[src/rtl/uart_rx_if.sv]
// Serial line, per-frame configuration and receive results of uart_rx.
// master drives the line and configuration; slave is the receiver.
interface uart_rx_if #(
    parameter int DATA_WIDTH = 8
);
    logic                  RX_IN;
    logic [5:0]            Prescale;
    logic                  parity_enable;
    logic                  parity_type;
    logic [DATA_WIDTH-1:0] P_DATA;
    logic                  data_valid;
    logic                  par_err;
    logic                  stp_err;
    logic                  busy;

    modport master (
        output RX_IN, Prescale, parity_enable, parity_type,
        input  P_DATA, data_valid, par_err, stp_err, busy
    );

    modport slave (
        input  RX_IN, Prescale, parity_enable, parity_type,
        output P_DATA, data_valid, par_err, stp_err, busy
    );
endinterface

[src/rtl/uart_rx.sv]
// Oversampling UART receiver: start detect, 3-sample majority vote, parity/stop check.
// Strobes one cycle after the stop-bit decision (frame cycle N); no backpressure, line is free-running.
module uart_rx #(
    parameter int DATA_WIDTH = 8
) (
    input  logic     CLK,
    input  logic     RST,
    uart_rx_if.slave rx
);

    localparam int BCW = (DATA_WIDTH > 1) ? $clog2(DATA_WIDTH) : 1;

    typedef enum logic [2:0] {
        IDLE,
        START,
        DATA,
        PARITY,
        STOP
    } state_t;

    state_t                state;
    state_t                state_nxt;

    logic [5:0]            p_lat;
    logic                  pe_lat;
    logic                  pt_lat;
    logic [5:0]            edge_cnt;
    logic [BCW-1:0]        bit_cnt;
    logic                  armed;
    logic [2:0]            samples;
    logic [DATA_WIDTH-1:0] shift;
    logic                  par_bad;

    logic [5:0]            half;
    logic                  bit_end;
    logic                  vote;
    logic                  start_det;
    logic                  last_data;
    logic                  frame_done;

    // Anything other than 16 or 32 runs as 8x oversampling.
    function automatic logic [5:0] legal_prescale(input logic [5:0] p);
        case (p)
            6'd16:   return 6'd16;
            6'd32:   return 6'd32;
            default: return 6'd8;
        endcase
    endfunction

    assign half       = p_lat >> 1;
    assign bit_end    = (edge_cnt == p_lat - 6'd1);
    assign vote       = (samples[0] & samples[1]) | (samples[0] & samples[2]) |
                        (samples[1] & samples[2]);
    assign start_det  = (state == IDLE) && armed && !rx.RX_IN;
    assign last_data  = (bit_cnt == BCW'(DATA_WIDTH - 1));
    assign frame_done = (state == STOP) && bit_end;
    assign rx.busy    = (state != IDLE);

    always_ff @(posedge CLK or negedge RST) begin
        if (!RST) begin
            state <= IDLE;
        end else begin
            state <= state_nxt;
        end
    end

    always_comb begin
        state_nxt = state;
        case (state)
            IDLE: begin
                if (start_det) state_nxt = START;
            end
            START: begin
                if (bit_end) state_nxt = vote ? IDLE : DATA;
            end
            DATA: begin
                if (bit_end && last_data) state_nxt = pe_lat ? PARITY : STOP;
            end
            PARITY: begin
                if (bit_end) state_nxt = STOP;
            end
            STOP: begin
                if (bit_end) state_nxt = IDLE;
            end
            default: state_nxt = IDLE;
        endcase
    end

    // The start-detect cycle is edge 0, so the counter leaves IDLE already at 1.
    always_ff @(posedge CLK or negedge RST) begin
        if (!RST) begin
            edge_cnt <= '0;
        end else if (state == IDLE) begin
            edge_cnt <= start_det ? 6'd1 : 6'd0;
        end else if (bit_end) begin
            edge_cnt <= '0;
        end else begin
            edge_cnt <= edge_cnt + 6'd1;
        end
    end

    always_ff @(posedge CLK or negedge RST) begin
        if (!RST) begin
            p_lat  <= 6'd8;
            pe_lat <= 1'b0;
            pt_lat <= 1'b0;
        end else if (start_det) begin
            p_lat  <= legal_prescale(rx.Prescale);
            pe_lat <= rx.parity_enable;
            pt_lat <= rx.parity_type;
        end
    end

    // A line held low through reset must go high once before a start is believed.
    always_ff @(posedge CLK or negedge RST) begin
        if (!RST) begin
            armed <= 1'b0;
        end else if (rx.RX_IN) begin
            armed <= 1'b1;
        end
    end

    always_ff @(posedge CLK or negedge RST) begin
        if (!RST) begin
            samples <= '0;
        end else if (state != IDLE) begin
            if (edge_cnt == half - 6'd1) samples[0] <= rx.RX_IN;
            if (edge_cnt == half)        samples[1] <= rx.RX_IN;
            if (edge_cnt == half + 6'd1) samples[2] <= rx.RX_IN;
        end
    end

    always_ff @(posedge CLK or negedge RST) begin
        if (!RST) begin
            bit_cnt <= '0;
            shift   <= '0;
            par_bad <= 1'b0;
        end else begin
            case (state)
                IDLE: begin
                    bit_cnt <= '0;
                    if (start_det) par_bad <= 1'b0;
                end
                DATA: begin
                    if (bit_end) begin
                        shift[bit_cnt] <= vote;
                        bit_cnt        <= bit_cnt + BCW'(1);
                    end
                end
                PARITY: begin
                    if (bit_end) par_bad <= (vote != ((^shift) ^ pt_lat));
                end
                default: ;
            endcase
        end
    end

    always_ff @(posedge CLK or negedge RST) begin
        if (!RST) begin
            rx.P_DATA     <= '0;
            rx.data_valid <= 1'b0;
            rx.par_err    <= 1'b0;
            rx.stp_err    <= 1'b0;
        end else begin
            rx.data_valid <= 1'b0;
            rx.par_err    <= 1'b0;
            rx.stp_err    <= 1'b0;
            if (frame_done) begin
                if (vote && !par_bad) begin
                    rx.data_valid <= 1'b1;
                    rx.P_DATA     <= shift;
                end else begin
                    rx.par_err <= par_bad;
                    rx.stp_err <= !vote;
                end
            end
        end
    end

    assert property (@(posedge CLK) disable iff (!RST)
        rx.data_valid |-> !(rx.par_err || rx.stp_err));

    assert property (@(posedge CLK) disable iff (!RST)
        (rx.data_valid || rx.par_err || rx.stp_err) |-> !rx.busy);

endmodule

[src/flat_wrapper.sv]
// flat-port wrapper written by rule: the top's interface ports become plain ports
module uart_rx_flat 
#(
    parameter int DATA_WIDTH = 8
)
  (CLK, RST, rx_RX_IN, rx_Prescale, rx_parity_enable, rx_parity_type, rx_P_DATA, rx_data_valid, rx_par_err, rx_stp_err, rx_busy);
  uart_rx_if #(.DATA_WIDTH(DATA_WIDTH)) rx_i ();
  input  logic CLK;
  input  logic RST;
  input wire logic [$bits(rx_i.RX_IN)-1:0] rx_RX_IN;
  input wire logic [$bits(rx_i.Prescale)-1:0] rx_Prescale;
  input wire logic [$bits(rx_i.parity_enable)-1:0] rx_parity_enable;
  input wire logic [$bits(rx_i.parity_type)-1:0] rx_parity_type;
  output wire logic [$bits(rx_i.P_DATA)-1:0] rx_P_DATA;
  output wire logic [$bits(rx_i.data_valid)-1:0] rx_data_valid;
  output wire logic [$bits(rx_i.par_err)-1:0] rx_par_err;
  output wire logic [$bits(rx_i.stp_err)-1:0] rx_stp_err;
  output wire logic [$bits(rx_i.busy)-1:0] rx_busy;
  assign rx_i.RX_IN = rx_RX_IN;
  assign rx_i.Prescale = rx_Prescale;
  assign rx_i.parity_enable = rx_parity_enable;
  assign rx_i.parity_type = rx_parity_type;
  assign rx_P_DATA = rx_i.P_DATA;
  assign rx_data_valid = rx_i.data_valid;
  assign rx_par_err = rx_i.par_err;
  assign rx_stp_err = rx_i.stp_err;
  assign rx_busy = rx_i.busy;
  uart_rx #(.DATA_WIDTH(DATA_WIDTH)) u_core (.CLK(CLK), .RST(RST), .rx(rx_i));
endmodule
[config.mk]
export PLATFORM = sky130hd
export DESIGN_NAME = uart_rx_flat
export DESIGN_NICKNAME = d
export VERILOG_FILES = /design/src/rtl/uart_rx_if.sv /design/src/rtl/uart_rx.sv /design/src/flat_wrapper.sv
export SDC_FILE = /design/constraint.sdc
export NUM_CORES = 1
export LEC_CHECK = 0
export BUFFER_PORTS_ARGS = -buffer_cell sky130_fd_sc_hd__buf_2
export CORE_UTILIZATION = 53
export DETAILED_ROUTE_END_ITERATION = 10
export PLACE_DENSITY = 0.73
export SLEW_MARGIN = 20
export SYNTH_ARGS = -nofsm -noshare
export SYNTH_HDL_FRONTEND = slang
export SYNTH_SLANG_ARGS = --single-unit
[constraint.sdc]
create_clock -name CLK -period 6.3 [get_ports CLK]
set_input_delay 1.26 -clock CLK [delete_from_list [all_inputs] [get_ports CLK]]
set_output_delay 1.26 -clock CLK [all_outputs]
set_load 0.005 [all_outputs]
* Yosys cells after proc, flatten, opt, wreduce, memory -nomap -nowiden
Cells that the tools add are included. Widths: inputs -> output; s select.
Storage, ports and cells: input port bits 11, output and inout port bits 12, register bits 44, word-level logic and storage cells 95
Cells by class: reductions and logical operators 22, order comparisons 2, bitwise logic cells 6, equal/unequal tests 18, $add $sub $neg 5, mux-type cells 26
Operators with widths (number):
- $mux 3 | 7
- $eq 6x6->1 | 3
- $pmux 3 s5 | 1
- $mux 6 | 2
- $ne 2x1->1 const B | 6
- $pmux 6 s2 | 1
- $reduce_and 2->1 | 6
- $mux 1 | 10
- $bwmux 8 | 1
- $reduce_xor 8->1 | 1
- $add 5x1->6 const B | 1
- $add 6x1->6 const B | 1
- $eq 3x2->1 const B | 2
- $eq 3x3->1 const B | 2
- $eq 6x5->1 | 1
- $eq 6x5->1 const B | 1
- $eq 6x6->1 const B | 1
- $logic_and 1x1->1 | 6
- $pmux 3 s2 | 1
- $sub 5x1->6 const B | 1
- $sub 6x1->6 const B | 1
- $reduce_and 5->1 | 1
- $lt 3x4->1 const B | 1
- $reduce_bool 2->1 | 2
- 14 further kinds | 19

* Depth between registers and ports, before layout
word-level depth 6, depth in mapped cells 7, gate-level depth less buffers 6

* Least setup slack after synthesis
Ideal clock, no wire load.
path kind register to register, start point register u_core.p_lat[3], end point register u_core.rx.P_DATA[0], arrival 2.212 ns, path slack 3.963 ns, period minus slack after synthesis 2.337 ns, path buffers 0, stages on the path, launching flop included 7, path through dfstp_2 inv_1 ha_1 xnor3_2 nand4_4 nor4_4 mux2_2
Between the ends: longest elaborated chain between the ends 4
RTL lines:
- start, declared | line uart_rx.sv:24 | logic [5:0] p_lat;
- start signal, assigned | line uart_rx.sv:108 | p_lat <= legal_prescale(rx.Prescale);
- $sub 6x1->6 | line uart_rx.sv:51 | assign bit_end = (edge_cnt == p_lat - 6'd1);
- $eq 6x6->1 | line uart_rx.sv:51
- $logic_and 1x1->1 | line uart_rx.sv:56 | assign frame_done = (state == STOP) && bit_end;
- $reduce_and 2->1 (no source line)
- end signal, assigned | line uart_rx.sv:171 | rx.P_DATA <= shift;
- end, declared | line uart_rx_if.sv:23 | output P_DATA, data_valid, par_err, stp_err, busy
Every way passes these cells. A chain may end at the register's enable or synchronous reset.

* Worst setup path after layout
start point register u_core.state[1], end point output rx_busy
Between the ends: longest elaborated chain between the ends 1
RTL lines:
- start, declared | line uart_rx.sv:21 | state_t state;
- start signal, assigned | line uart_rx.sv:63 | state <= state_nxt;
- $reduce_bool 3->1 | line uart_rx.sv:57 | assign rx.busy = (state != IDLE);
- end, declared | line flat_wrapper.sv:18 | output wire logic [$bits(rx_i.busy)-1:0] rx_busy;
Every way passes these cells.

==> results.yml <==
power_and_ir_drop:
  irDropWorstVdd_v: 0.0001941
  p_leak_uw: 0.001102
  powerDensity_mw_per_mm2: 359.2
timing:
  clock-skew-final_ns: 0.007629
  tightest_slew_ns: 0.8849
  hold_viol: 0
  post-route-period-util: 0.4573
  fmax_ghz: 0.3471
  slew-limit-headroom: 0.4101
  rsz0062_at_grt: "false"
  tns_ns: 0
  finalSetupViolations: 0
  timing.final.crit_period_ns: 2.881
  maxSlewViolCount: 0
floorplan:
  start_util: 0.5622
  num_rows: 22
  dieArea_sq_mm: 0.004227
  core_area_sq_mm: 0.003744
  die_h_um: 65.02
  ioPinCount: 23
  die_x_um: 65.02
routing:
  firstDrtPassIters: 4
  num_vias: 1389
  drtIter0Drc: 122
  drc_errors: 0
  wl_per_cell_um: 15.26
  ant_nets: 0
  via_per_inst: 5.534
  wl_um: 3830
synth:
  synth_area_leaders: "dfrtp_1, mux2_2, xnor2_1, xor2_1, ha_1"
  synth_area_leader_cell: "dfrtp_1"
  syn_inst: 183
  syn-num-nets: 200
  synth_top_area_share: 0.4756
  yosysSeqAreaShare: 0.4881
  ys_ff_latch: 41
  synth_cell_types: 38
  synth_area_sq_mm: 0.002105
  syn_avg_cell_area_sq_um: 11.50
  yosysWarnings: 0
clock_tree:
  clkTransAtPathRegs_ns: 0.08
  hold_buffers: 0
  cts_setup_buffers: 0
  cts_sinks: 41
  cts_buffer_depth: 2
  cts_tree: "yes"
  cts_htree_levels: 2
  numCtsBuffers: 5
  cts_root_buf: "clkbuf_8"
  clock_latency_ns: 0.29
  cts-resized-gates: 0
setup_path:
  crit_type: "flip-flop to output port"
  arrival_ns: 1.62
  required_ns: 5.04
  path_max_fanout: 8
  startpoint_type: "flip-flop"
  worst_setup_path_end_kind: "output port"
worst_hold_path:
  hold_class: "flip-flop to flip-flop"
global_route:
  grt_max_degree: 42
  antenna_found_initial: 0
  grt_pass1_vias: 1462
  grt_first_pass_wirelength_um: 6637
  gr-usage-all-layers: 0.2134
  grt_overflow: 0
final_layout:
  utilization: 0.6233
  final-seq-area_sq_mm: 0.001027
  drive_gt1_frac: 0.2808
  multiInputGateArea_sq_um: 987.2
  fill_cells: 315
  antenna_cells: 0
  fin_nets: 220
  area_growth_pct: 10.88
placement:
  io_buffer_count: 22
  place.gp.congestion: 0.8004
  dp_hpwl_um: 2863
job:
  maxCapViolations: 0
run_status:
  status: "completed"
[cell usage after synthesis]
master and instances:
a311oi_1 1, nand2b_1 3, xor2_1 10, xnor3_1 1, and2_1 2, buf_6 1, or2_2 2, nor4_4 1
o21ai_0 1, xnor3_2 1, o41ai_1 2, nand2_1 13, nor2_1 10, a21oi_1 1, buf_2 3, nand4_4 1
dfstp_2 1, inv_1 12, ha_1 6, a21o_1 1, maj3_1 1, a221oi_1 1, mux2i_1 3, nor3b_1 1
clkbuf_1 5, nand4b_1 1, nor3_1 8, nand3b_1 3, or4_1 1, nor4_1 7, dfrtp_1 40, and4_1 1
nand4_1 2, mux2_2 22, xnor2_1 11, nand3_1 1, o22ai_1 1, a31oi_1 1
[cells in the final DEF (no fill, tap or decap), drive strengths merged, types with 3 or more instances in the layout]
| master | count |
|---|---|
| nand2 | 13 |
| ha | 6 |
| xor2 | 10 |
| nor3 | 8 |
| nand4 | 3 |
| buf | 22 |
| mux2i | 3 |
| nor4 | 8 |
| xnor2 | 11 |
| inv | 12 |
| clkbuf | 5 |
| mux2 | 22 |
| nand2b | 3 |
| dfrtp | 40 |
| nor2 | 10 |
| nand3b | 3 |
[worst max-delay path: stages, from the launching register on]
cell,delay (ns)
dfrtp_1,0.46
nor3_1,0.49
inv_1,0.21
buf_2,0.18
[per-layer routing]
layer | vias up | wire length (um) | part of all wire | GRT usage
met4 | 0 | 85 | 0.022 | 0.1033
li1 | 671 | - | - | -
met2 | 35 | 1897 | 0.50 | 0.3542
met5 | - | 0 | 0 | 0
met1 | 674 | 1685 | 0.44 | 0.2575
met3 | 9 | 162 | 0.042 | 0.05458
[cells by family after synthesis]
kind of cell / after synthesis / synth area share
and+or+nand+nor: 57 / 0.1564
DFF: 41 / 0.4881
muxes: 25 / 0.1320
xor gates and xnor gates: 23 / 0.1094
buffers and inverters: 21 / 0.04280
AOI/OAI and AO/OA: 9 / 0.03092
adders and majority gates: 7 / 0.04043
[layout make-up]
| cell class | count | share of cell area |
|---|---|---|
| Clock buffer | 5 | 0.02949 |
| Clock inverter | 2 | 0.01501 |
| Inverter | 12 | 0.01930 |
| Multi-Input combinational cell | 121 | 0.4231 |
| Sequential cell | 41 | 0.4402 |
| Tap cell | 48 | 0.02574 |
| Timing Repair Buffer | 22 | 0.04719 |
[report_power, final]
part	switching (uW)	internal (uW)	total, uW
clock network	87.1	115	202
registers	62.4	314	376
logic	145	115	260
[stage by stage]
| step | std cells | setup WS [ns] | hold WS [ns] | total power [uW] | cell area [sq um] |
|---|---|---|---|---|---|
| 2_1_floorplan | 183 | 3.963 | 0.4547 | 578.4 | 2105 |
| 6_report | 251 | 3.419 | 0.5072 | 838.3 | 2333 |
| 5_1_grt | 251 | 3.161 | 0.5215 | 893.6 | 2333 |
| 4_1_cts | 251 | 3.401 | 0.5060 | 846.2 | 2333 |
| 3_5_place_dp | 244 | 3.596 | 0.4878 | 641.6 | 2230 |
| 3_3_place_gp | 244 | 3.708 | 0.4855 | 618.4 | 2230 |
[state kept, by name (all words and copies together), names as in the netlist]
signal                cells
u_core.rx.P_DATA          8
u_core.shift              8
u_core.edge_cnt           6
u_core.bit_cnt            3
u_core.p_lat              3
u_core.samples            3
u_core.state              3
u_core.armed              1
u_core.par_bad            1
u_core.pe_lat             1
u_core.pt_lat             1
u_core.rx.data_valid      1
u_core.rx.par_err         1
u_core.rx.stp_err         1
[final timing paths]
path	from	end	slack, ns	depth (start not counted)
setup / recovery	u_core.state[1]	rx_busy	3.42	3
hold / removal	u_core.rx.P_DATA[3]	u_core.rx.P_DATA[3]	0.51	1
setup reg to reg	u_core.p_lat[3]	u_core.rx.P_DATA[5]	3.60	6
hold reg to reg	u_core.rx.P_DATA[3]	u_core.rx.P_DATA[3]	0.51	1
max in group asynchronous	RST	u_core.p_lat[4]	4.65	1
min in group asynchronous	RST	u_core.armed	1.09	1
(Power assumes the default switching activity.)
